$ cat src/rtl/uart_reg_poller.sv
// rtl/uart_reg_poller.sv - polls a UART register bus and bridges its TX/RX FIFOs to valid/ready byte streams
module uart_reg_poller #(
    parameter logic [3:0] P_STAT_ADDR   = 4'h2,
    parameter logic [3:0] P_TXD_ADDR    = 4'h3,
    parameter logic [3:0] P_RXD_ADDR    = 4'h4,
    parameter int unsigned P_TXFULL_BIT  = 0,
    parameter int unsigned P_RXEMPTY_BIT = 1,
    parameter logic [7:0] P_TMO         = 8'd255
) (
    input  logic       app_clk,
    input  logic       app_rst,
    input  logic       cfg_en,
    output logic       reg_cs,
    output logic       reg_wr,
    output logic [3:0] reg_addr,
    output logic [7:0] reg_wdata,
    output logic       reg_be,
    input  logic [7:0] reg_rdata,
    input  logic       reg_ack,
    input  logic       tx_valid,
    input  logic [7:0] tx_data,
    output logic       tx_ready,
    output logic       rx_valid,
    output logic [7:0] rx_data,
    input  logic       rx_ready,
    output logic       bus_err
);

    typedef enum logic [1:0] {IDLE, STAT, RXRD, TXWR} state_t;

    localparam logic [2:0] TXF_IDX = 3'(P_TXFULL_BIT);
    localparam logic [2:0] RXE_IDX = 3'(P_RXEMPTY_BIT);

    state_t     state;
    state_t     state_nxt;
    logic [7:0] wait_cnt;
    logic       stat_vld;
    logic       txfull;
    logic       rxempty;
    logic       pref_tx;
    logic       tx_full;
    logic [7:0] tx_hold;

    logic busy;
    logic timeout;
    logic done;
    logic rx_elig;
    logic tx_elig;

    // A transaction ends on ack; the timeout only fires when no ack arrives in that cycle.
    assign busy    = (state != IDLE);
    assign timeout = busy && !reg_ack && (wait_cnt == P_TMO);
    assign done    = busy && (reg_ack || timeout);
    assign rx_elig = !rxempty && !rx_valid;
    assign tx_elig = !txfull && tx_full;
    assign tx_ready = !tx_full;

    // State register.
    always_ff @(posedge app_clk) begin
        if (app_rst) begin
            state <= IDLE;
        end else begin
            state <= state_nxt;
        end
    end

    // Next-state choice and bus outputs; bus outputs depend only on state so they stay stable for the whole transaction.
    always_comb begin
        state_nxt = state;
        reg_cs    = 1'b0;
        reg_be    = 1'b0;
        reg_wr    = 1'b0;
        reg_addr  = 4'h0;
        reg_wdata = 8'h00;
        case (state)
            IDLE: begin
                if (cfg_en) begin
                    if (!stat_vld) begin
                        state_nxt = STAT;
                    end else if (rx_elig && tx_elig) begin
                        state_nxt = pref_tx ? TXWR : RXRD;
                    end else if (rx_elig) begin
                        state_nxt = RXRD;
                    end else if (tx_elig) begin
                        state_nxt = TXWR;
                    end else begin
                        state_nxt = STAT;
                    end
                end
            end
            STAT: begin
                reg_cs   = 1'b1;
                reg_be   = 1'b1;
                reg_addr = P_STAT_ADDR;
                if (done) state_nxt = IDLE;
            end
            RXRD: begin
                reg_cs   = 1'b1;
                reg_be   = 1'b1;
                reg_addr = P_RXD_ADDR;
                if (done) state_nxt = IDLE;
            end
            TXWR: begin
                reg_cs    = 1'b1;
                reg_be    = 1'b1;
                reg_wr    = 1'b1;
                reg_addr  = P_TXD_ADDR;
                reg_wdata = tx_hold;
                if (done) state_nxt = IDLE;
            end
            default: state_nxt = IDLE;
        endcase
    end

    // Ack wait counter: zero outside transactions, counts cycles spent waiting inside one.
    always_ff @(posedge app_clk) begin
        if (app_rst) begin
            wait_cnt <= 8'd0;
        end else if (!busy || done) begin
            wait_cnt <= 8'd0;
        end else begin
            wait_cnt <= wait_cnt + 8'd1;
        end
    end

    // Cached UART status; any data transaction or timeout invalidates it so the next step re-polls.
    always_ff @(posedge app_clk) begin
        if (app_rst) begin
            stat_vld <= 1'b0;
            txfull   <= 1'b0;
            rxempty  <= 1'b1;
        end else if (state == STAT && reg_ack) begin
            stat_vld <= 1'b1;
            txfull   <= reg_rdata[TXF_IDX];
            rxempty  <= reg_rdata[RXE_IDX];
        end else if (timeout || ((state == RXRD || state == TXWR) && reg_ack)) begin
            stat_vld <= 1'b0;
        end
    end

    // Round-robin preference: after a successful data transfer, favour the other direction.
    always_ff @(posedge app_clk) begin
        if (app_rst) begin
            pref_tx <= 1'b0;
        end else if (state == RXRD && reg_ack) begin
            pref_tx <= 1'b1;
        end else if (state == TXWR && reg_ack) begin
            pref_tx <= 1'b0;
        end
    end

    // RX output register: filled by an RX data read, drained by the consumer handshake.
    always_ff @(posedge app_clk) begin
        if (app_rst) begin
            rx_valid <= 1'b0;
            rx_data  <= 8'h00;
        end else if (state == RXRD && reg_ack) begin
            rx_valid <= 1'b1;
            rx_data  <= reg_rdata;
        end else if (rx_valid && rx_ready) begin
            rx_valid <= 1'b0;
        end
    end

    // TX holding register: filled by the producer handshake, emptied only by an acked write so a timeout retries the byte.
    always_ff @(posedge app_clk) begin
        if (app_rst) begin
            tx_full <= 1'b0;
            tx_hold <= 8'h00;
        end else if (state == TXWR && reg_ack) begin
            tx_full <= 1'b0;
        end else if (tx_valid && !tx_full) begin
            tx_full <= 1'b1;
            tx_hold <= tx_data;
        end
    end

    // Timeout pulse, visible in the first idle cycle after the abandoned transaction.
    always_ff @(posedge app_clk) begin
        if (app_rst) begin
            bus_err <= 1'b0;
        end else begin
            bus_err <= timeout;
        end
    end

endmodule

$ cat config.mk
export PLATFORM = sky130hd
export DESIGN_NAME = uart_reg_poller
export DESIGN_NICKNAME = d
export VERILOG_FILES = /design/src/rtl/uart_reg_poller.sv
export SDC_FILE = /design/constraint.sdc
export NUM_CORES = 1
export LEC_CHECK = 0
export CAP_MARGIN = 20
export CORE_UTILIZATION = 40
export CTS_CLUSTER_SIZE = 12
export DETAILED_ROUTE_END_ITERATION = 12
export PLACE_DENSITY = 0.78
export SETUP_SLACK_MARGIN = 0.02
export SLEW_MARGIN = 25
export SYNTH_ARGS = -nofsm -noshare
export SYNTH_HDL_FRONTEND = slang
export SYNTH_SLANG_ARGS = --single-unit
$ cat constraint.sdc
create_clock -name app_clk -period 1.26 [get_ports app_clk]
set_input_delay 0.252 -clock app_clk [delete_from_list [all_inputs] [get_ports app_clk]]
set_output_delay 0.252 -clock app_clk [all_outputs]
set_load 0.03 [all_outputs]
After elaboration in Yosys (flattened, before gate mapping) --
Index checks and enable logic that the tools add are counted. Widths: inputs -> output; s select.
Cells by class: add/sub/neg operators 1, equal/unequal tests 6, muxes and demuxes 18, bitwise logic cells 1, reduce and logical (&&, ||, !) cells 32
Operators with widths (number):
- $logic_and 1x1->1 | 12
- $mux 2 | 6
- $mux 1 | 9
- $pmux 3 s3 | 1
- $add 8x1->8 const B | 1
- $eq 8x8->1 const B | 1
- $mux 8 | 1
- $reduce_bool 2->1 | 4
- $logic_not 1->1 | 6
- $eq 2x2->1 const B | 2
- $logic_or 1x1->1 | 4
- $pmux 2 s2 | 1
- $reduce_and 2->1 | 2
- $reduce_or 2->1 | 2
- $reduce_or 3->1 | 1
- $eq 2x1->1 const B | 1
- $logic_not 2->1 | 1
- $ne 2x1->1 const B | 1
- $ne 2x2->1 const B | 1
- $not 1->1 | 1
Word-level totals: register bits 33, output and inout port bits 26, word-level logic and storage cells 69

Longest topological paths before layout --
Gate-level depths: netlist of the first run.
depth after elaboration 8, gate-level depth with buffers 5, mapped depth without buffers 4

Worst setup path before layout of the first run --
OpenSTA, ideal clock, no wires.
path type register to output, from register state[1], to output reg_addr[0], data arrival time 1235 ps, path slack -227 ps, cell stages (with the launch flop) 5, path through dfxtp_1 > buf_2 > clkbuf_1 > and2_1 > buf_4
On the way: cells in the longest elaborated chain, start to end 2, elaborated cells between the ends (all ways) 4, classes of those cells eq/ne (3); mux (1)
Ends and longest elaborated chain:
- start: declaration | line 34 | state_t state;
- start signal: assignment | line 63 | state <= state_nxt;
- $eq 2x2->1 / $eq 2x1->1 (equally long branches) | line 75 | case (state)
- $pmux 3 s3 * | line 75
- end: declaration | line 15 | output logic [3:0] reg_addr,
Mark *: on every way between the ends. The rest lies on a longest branch, timed or not.

Worst setup path after layout of the first run --
from register state[1], to output reg_wdata[6]
On the way: cells in the longest elaborated chain, start to end 2
Ends and longest elaborated chain:
- $eq 2x2->1 | line 75
- $mux 8 | line 75
- end: declaration | line 16 | output logic [7:0] reg_wdata,
Every way passes these cells.

==> flow_metrics.py, run 1 <==
metrics = {
    "outcome": {
        "status": "finished with violations",
        "violations": "negative setup slack",
    },
    "routing": {
        "drcViolationCount": 0,
        "drtIter0Drc": 93,
        "vias": 1399,
        "routed_wl_microns": 3580,
        "via_per_inst": 5.12,
        "post_drt_wl_per_cell_microns": 13.1,
        "drtPass1Iterations": 4,
        "ant_nets": 0,
    },
    "global_route": {
        "gr-usage-all-layers": 0.198,
        "grt_antenna_before_repair": 0,
        "grt_pass1_vias": 1248,
        "grt_overflow": 0,
        "grt_max_degree": 23,
        "grt_pass1_wl_microns": 5440,
    },
    "worst_setup_path": {
        "crit_top_cell": "buf_6",
        "worstPathCellList": "buf_6 > and3_4 > buf_6",
        "crit_type": "register to output pin",
        "critPathArrivalTime_ps": 1170,
        "critPathLaunchType": "register",
        "required_ps": 1010,
        "slowest_stage": "dfxtp_4",
        "slowest_delay_ps": 390,
        "cp_max_fo": 8,
        "end_kind": "output pin",
    },
    "power_and_ir_drop": {
        "p_int_uw": 1690,
        "p_leak_uw": 0.000984,
        "power_density_mw_per_mm2": 976,
        "clock_power_share": 0.382,
        "pwr-share-seq": 0.490,
        "swShare": 0.236,
        "combinationalPowerShare": 0.128,
        "switchingPower_uw": 522,
        "ir_drop_v": 0.000662,
    },
    "place": {
        "dp_hpwl_microns": 2320,
        "io_buffers": 46,
        "place_area_sq_mm": 0.00199,
        "gp_congestion": 0.789,
    },
    "worst_hold_path": {
        "holdCritPathClass": "input port to register",
    },
    "synth": {
        "yosys.area.top_type": "dfxtp_1",
        "synth_commonest_cells": "33 x dfxtp_1, 18 x nor2_1, 13 x a21oi_1, 13 x nand3_1, 11 x o21ai_0",
        "synth_area_sq_mm": 0.00143,
        "async_flop_share": 0,
        "synth.yosys.seq_area_share": 0.463,
        "syn_area_per_cell_sq_um": 8.80,
        "synth_edf_count": 0,
        "synth.area.top_cells": "dfxtp_1 46%, mux2i_1 7.0%, nor2_1 4.7%, a21oi_1 4.6%, nand3_1 4.6%",
        "yosys_warnings": 0,
        "syn_nets": 185,
        "yosysMostFrequentCell": "dfxtp_1",
        "yosysTopAreaCellShare": 0.463,
        "synth_ff_type": "dfxtp_1",
        "ys_ff_latch": 33,
        "synth_cells": 162,
        "synth_cell_types": 37,
    },
    "cells_and_area": {
        "final_area_sq_mm": 0.00227,
        "antenna_cells": 0,
        "num-fill-cells": 286,
        "area_growth_pct": 59.2,
        "drive_gt1_frac": 0.392,
        "final_nets": 249,
    },
    "timing": {
        "period_share": 1.13,
        "fin_setup_tns_ps": -1850,
        "rsz0062_at_grt": "yes",
        "drv_slew": 0,
        "setup_violations": 14,
        "finalHoldViolCount": 0,
        "fmax_ghz": 0.702,
        "fin_crit_ps": 1430,
        "finalClockSkew_ps": 9.51,
        "setup_ws_ps": -165,
    },
    "floorplan": {
        "initial_core_util": 0.424,
        "core-area_sq_mm": 0.00336,
        "fp-row-count": 21,
        "die_area_sq_mm": 0.00381,
        "ios": 48,
        "die_h_microns": 61.7,
        "die_x_microns": 61.7,
    },
    "clocking": {
        "cts_hold_buffers": 0,
        "root_buffer": "clkbuf_4",
        "h-tree-depth": 2,
        "tritoncts": "built",
        "clkTransAtPathRegs_ps": 110,
        "clock_sinks": 33,
        "cts_made_buffers": 5,
        "clockBufferDepth": 2,
        "insertion_delay_ps": 340,
    },
    "flow_run": {
        "max_cap_viol_count": 0,
    },
}
[power groups by stage]
stage / Clock [uW] / Combinational (uW) / Sequential [uW]
finish: 846 / 284 / 1090
global route: 917 / 306 / 1090
CTS: 857 / 270 / 1080
detailed placement: 0 / 243 / 1110
global placement: 0 / 241 / 1110
floorplan: 0 / 129 / 1100
[critical path, delay by kind of cell, from the launching register on]
| family | cells | cell delay (ps) |
|---|---|---|
| DFF | 1 | 390 |
| and+or+nand+nor | 1 | 180 |
| buffers and inverters | 2 | 250 |
[layer usage]
metal  global-route usage  routed length [microns]  vias to the layer above
met4               0.0952                       66                        0
met1                0.263                     1640                      651
met5                    0                        0                        -
met2                0.290                     1640                       45
li1                     -                        -                      695
met3               0.0642                      232                        8
[cell families (layout without fill, tap and decap cells)]
kind of cell             Yosys count  after routing  share of synthesized area
AND/OR/NAND/NOR                   63             63                      0.238
flip-flops                        33             33                      0.463
AO/OA/AOI/OAI                     32             32                      0.133
buffers and inverters             19             84                     0.0658
multiplexers                      10             10                     0.0702
XOR/XNOR                           3              3                     0.0184
adder cells (fa/ha/maj)            1              1                    0.00877
other                              1              1                    0.00263
[metrics by stage]
stage | power (uW) | hold slack, ps | utilization | cells | setup WS, ps
2_1_floorplan | 1230 | 331 | - | 162 | 21.3
3_3_place_gp | 1350 | 455 | 0.593 | 261 | -279
3_5_place_dp | 1350 | 463 | 0.593 | 261 | -316
4_1_cts | 2210 | 464 | 0.657 | 272 | -149
5_1_grt | 2310 | 458 | 0.675 | 273 | -216
6_report | 2220 | 467 | 0.675 | 273 | -165
[cell usage in the layout, fill, tap and decap left out, types with 5 or more instances in the layout]
master	instances
dfxtp_1	25
buf_4	23
clkdlybuf4s50_1	21
buf_6	21
nor2_1	16
a21oi_1	12
nand3_1	11
mux2i_1	10
o21ai_0	8
and3_4	7
dfxtp_2	6
nor3_1	5
clkbuf_4	5
buf_2	5
[layout make-up]
cell class / count / area, sq um / share of cell area
inverter: 5 / 18.8 / 0.00826
clock inverter: 1 / 30.0 / 0.0132
sequential: 33 / 676 / 0.298
clock buffer: 7 / 55.1 / 0.0242
tap: 46 / 57.6 / 0.0253
timing repair buffer: 71 / 664 / 0.293
multi-input combinational: 110 / 769 / 0.339
[sequential cells by signal, summed over array words and instances, names as in the netlist, 2 cells and up]
signal,cells
rx_data,8
state,2
tx_hold,8
wait_cnt,8
[timing repair]
action / 4_1_cts / 5_1_grt
endpoints found under the setup margin: 31 / 39
hold endpoints to repair: 0 / 0
gates resized for setup: 54 / 27
pin swaps: 1 / 4
setup buffers: 3 / 1
cloned: 0 / 0
[final timing paths]
| path | startpoint | to | slack (ps) | cells past startpoint |
|---|---|---|---|---|
| min reg2reg | tx_hold[3] | tx_hold[3] | 490 | 2 |
| max | state[1] | reg_wdata[6] | -170 | 3 |
| min | tx_data[6] | tx_hold[6] | 470 | 3 |
| max reg2reg | state[1] | state[1] | -20 | 4 |
No activity file was read; power rests on OpenSTA's default activity.
==> run 2: changes to the inputs <==
CELL_PAD_IN_SITES_DETAIL_PLACEMENT = 1   (was unset)
CELL_PAD_IN_SITES_GLOBAL_PLACEMENT = 1   (was unset)
CORE_UTILIZATION = 29   (was 40)
==> run 2 against run 1 <==
The run still ends with negative setup slack left. Fmax rose by 3.1%. Die area rose by 37%. Clock power rose by 22%. Cell area up 6.6%. Sequential share of layout area is 1.9 points lower. Via count rose by 6.7%. Count of clock-buffer cells in the layout unchanged. Final cell count increased by 11%. Power increased by 9.6%. Wire length is 34% higher. Global-route usage decreased by 2.5 points. Critical path type unchanged. Largest power group unchanged.
==> flow_metrics.py, run 2 (synthesized netlist as in run 1, its figures left out) <==
metrics = {
    "floorplan": {
        "core-area_sq_mm": 0.00472,
        "fp-row-count": 25,
        "die_h_microns": 72.1,
        "ios": 48,
        "die_area_sq_mm": 0.00520,
        "initial_core_util": 0.302,
        "die_x_microns": 72.1,
    },
    "place": {
        "gp_congestion": 0.720,
        "dp_hpwl_microns": 2760,
        "io_buffers": 46,
        "place_ws_ps": -318,
    },
    "power_and_ir_drop": {
        "p_leak_uw": 0.00104,
        "ir_drop_v": 0.000384,
        "pwr-share-seq": 0.448,
        "power_density_mw_per_mm2": 1000,
        "combinationalPowerShare": 0.127,
        "power_uw": 2430,
        "switchingPower_uw": 557,
        "swShare": 0.229,
        "clock_power_share": 0.425,
        "p_int_uw": 1870,
    },
    "clocking": {
        "cts_hold_buffers": 0,
        "h-tree-depth": 2,
        "clock_sinks": 33,
        "clkTransAtPathRegs_ps": 70,
        "clockBufferDepth": 2,
        "insertion_delay_ps": 290,
        "tritoncts": "built",
        "root_buffer": "clkbuf_8",
        "cts_made_buffers": 5,
    },
    "global_route": {
        "gr-usage-all-layers": 0.173,
        "grt_antenna_before_repair": 0,
        "grt_max_degree": 23,
        "grt_pass1_vias": 1513,
        "grt_pass1_wl_microns": 6840,
        "grt_overflow": 0,
    },
    "routing": {
        "routed_wl_microns": 4790,
        "post_drt_wl_per_cell_microns": 15.8,
        "ant_nets": 0,
        "drtIter0Drc": 96,
        "vias": 1493,
        "drtPass1Iterations": 4,
        "drcViolationCount": 0,
        "via_per_inst": 4.94,
    },
    "cells_and_area": {
        "final_cell_mix": "28 x buf_4, 26 x dfxtp_1, 24 x buf_6",
        "antenna_cells": 0,
        "area_growth_pct": 69.7,
        "layout_commonest_cell": "buf_4",
        "drive_gt1_frac": 0.391,
        "largestRegisters": "rx_data (8), tx_hold (8), wait_cnt (8)",
        "final_nets": 257,
        "num-fill-cells": 537,
    },
    "worst_setup_path": {
        "crit_type": "register to output pin",
        "crit_top_cell": "buf_6",
        "required_ps": 1010,
        "rrSetupSlack_ps": -30,
        "cp_max_fo": 8,
        "r2r_end": "state[1]",
        "worstPathCellList": "buf_6 > and3_4 > buf_6",
        "end_kind": "output pin",
        "worstRegToRegCells": 5,
        "slowest_stage": "dfxtp_4",
        "cp_num_buf_inv": 2,
        "r2r-start": "state[1]",
        "crit_family": "flip-flops",
        "slowest_delay_ps": 410,
        "critPathArrivalTime_ps": 1130,
        "critPathLaunchType": "register",
    },
    "outcome": {
        "status": "finished with violations",
        "violations": "negative setup slack",
    },
    "timing": {
        "fmax_ghz": 0.724,
        "finalHoldViolCount": 0,
        "finalClockSkew_ps": 6.10,
        "fin_crit_ps": 1380,
        "fin_setup_tns_ps": -1450,
        "period_share": 1.10,
        "drv_slew": 0,
        "setup_violations": 17,
        "rsz0062_at_grt": "yes",
        "setup_ws_ps": -122,
    },
    "worst_hold_path": {
        "min_from": "tx_hold[6]",
        "holdPathStages": 2,
        "holdCritPathClass": "register to register",
        "hold_end": "tx_hold[6]",
    },
    "flow_run": {
        "max_cap_viol_count": 0,
    },
}
-- run 2: changes by cell type in the layout (fill, tap and decap cells not counted), moves of 3 or more --
cell             before  now
clkdlybuf4s15_2       0    4
clkbuf_4              5    0
o21ai_0               8    5
buf_6                21   24
buf_2                 5    0
buf_4                23   28
clkbuf_8              1    6
o21ai_1               3    6
-- run 2: what timing repair did --
action | in CTS | in global routing
pin swaps | 6 | 13
setup buffers | 6 | 2
setup endpoints to repair | 40 | 36
gates resized for setup | 52 | 24
cloned | 0 | 2
-- run 2: power by group through the flow --
stage | Combinational [uW] | Clock (uW) | Sequential, uW
3_3_place_gp | 241 | 0 | 1110
4_1_cts | 286 | 1070 | 1080
6_report | 308 | 1030 | 1090
5_1_grt | 330 | 1110 | 1090
2_1_floorplan | 129 | 0 | 1100
3_5_place_dp | 248 | 0 | 1110
-- run 2: per-layer routing --
metal  part of all wire  global-route usage  vias to the layer above
met5                  0                   0                        -
met4              0.018              0.0719                        0
met3              0.052              0.0486                        9
met2               0.51               0.305                       53
met1               0.42               0.196                      714
li1                   -                   -                      717
-- run 2: worst max path at each step --
stage / startpoint / end / slack [ps] / cells past startpoint
floorplan: wait_cnt[0] / state[0] / 20 / 4
global placement: reg_ack / tx_hold[1] / -270 / 4
detailed placement: reg_ack / tx_hold[7] / -320 / 4
CTS: state[0] / reg_wdata[7] / -110 / 3
global route: state[1] / reg_wdata[7] / -160 / 3
finish: state[1] / reg_wdata[7] / -120 / 3
-- run 2: worst register-to-register path: stages (launching register included) --
cell     delay [ps]
dfxtp_4         380
buf_6           130
buf_6           110
nor4b_4         300
o21ai_1         140
o32ai_1         130
-- run 2: per-stage QoR --
stage                     area (sq um)   util  instances  hold slack, ps
after floorplan                   1450      -        162             331
after global placement            2020  0.428        284             458
after detailed placement          2020  0.428        284             475
after CTS                         2330  0.493        298             487
after global routing              2420  0.513        302             515
final                             2420  0.513        302             489
-- run 2: final cells by class --
cell class	count	area, sq um	share of cell area
inverters	5	18.8	0.00775
well taps	67	83.8	0.0346
repair buffers	78	744	0.307
clock inverters	1	30.0	0.0124
clock buffers	7	86.3	0.0357
multi-input cells	111	783	0.324
flip-flops and latches	33	674	0.279
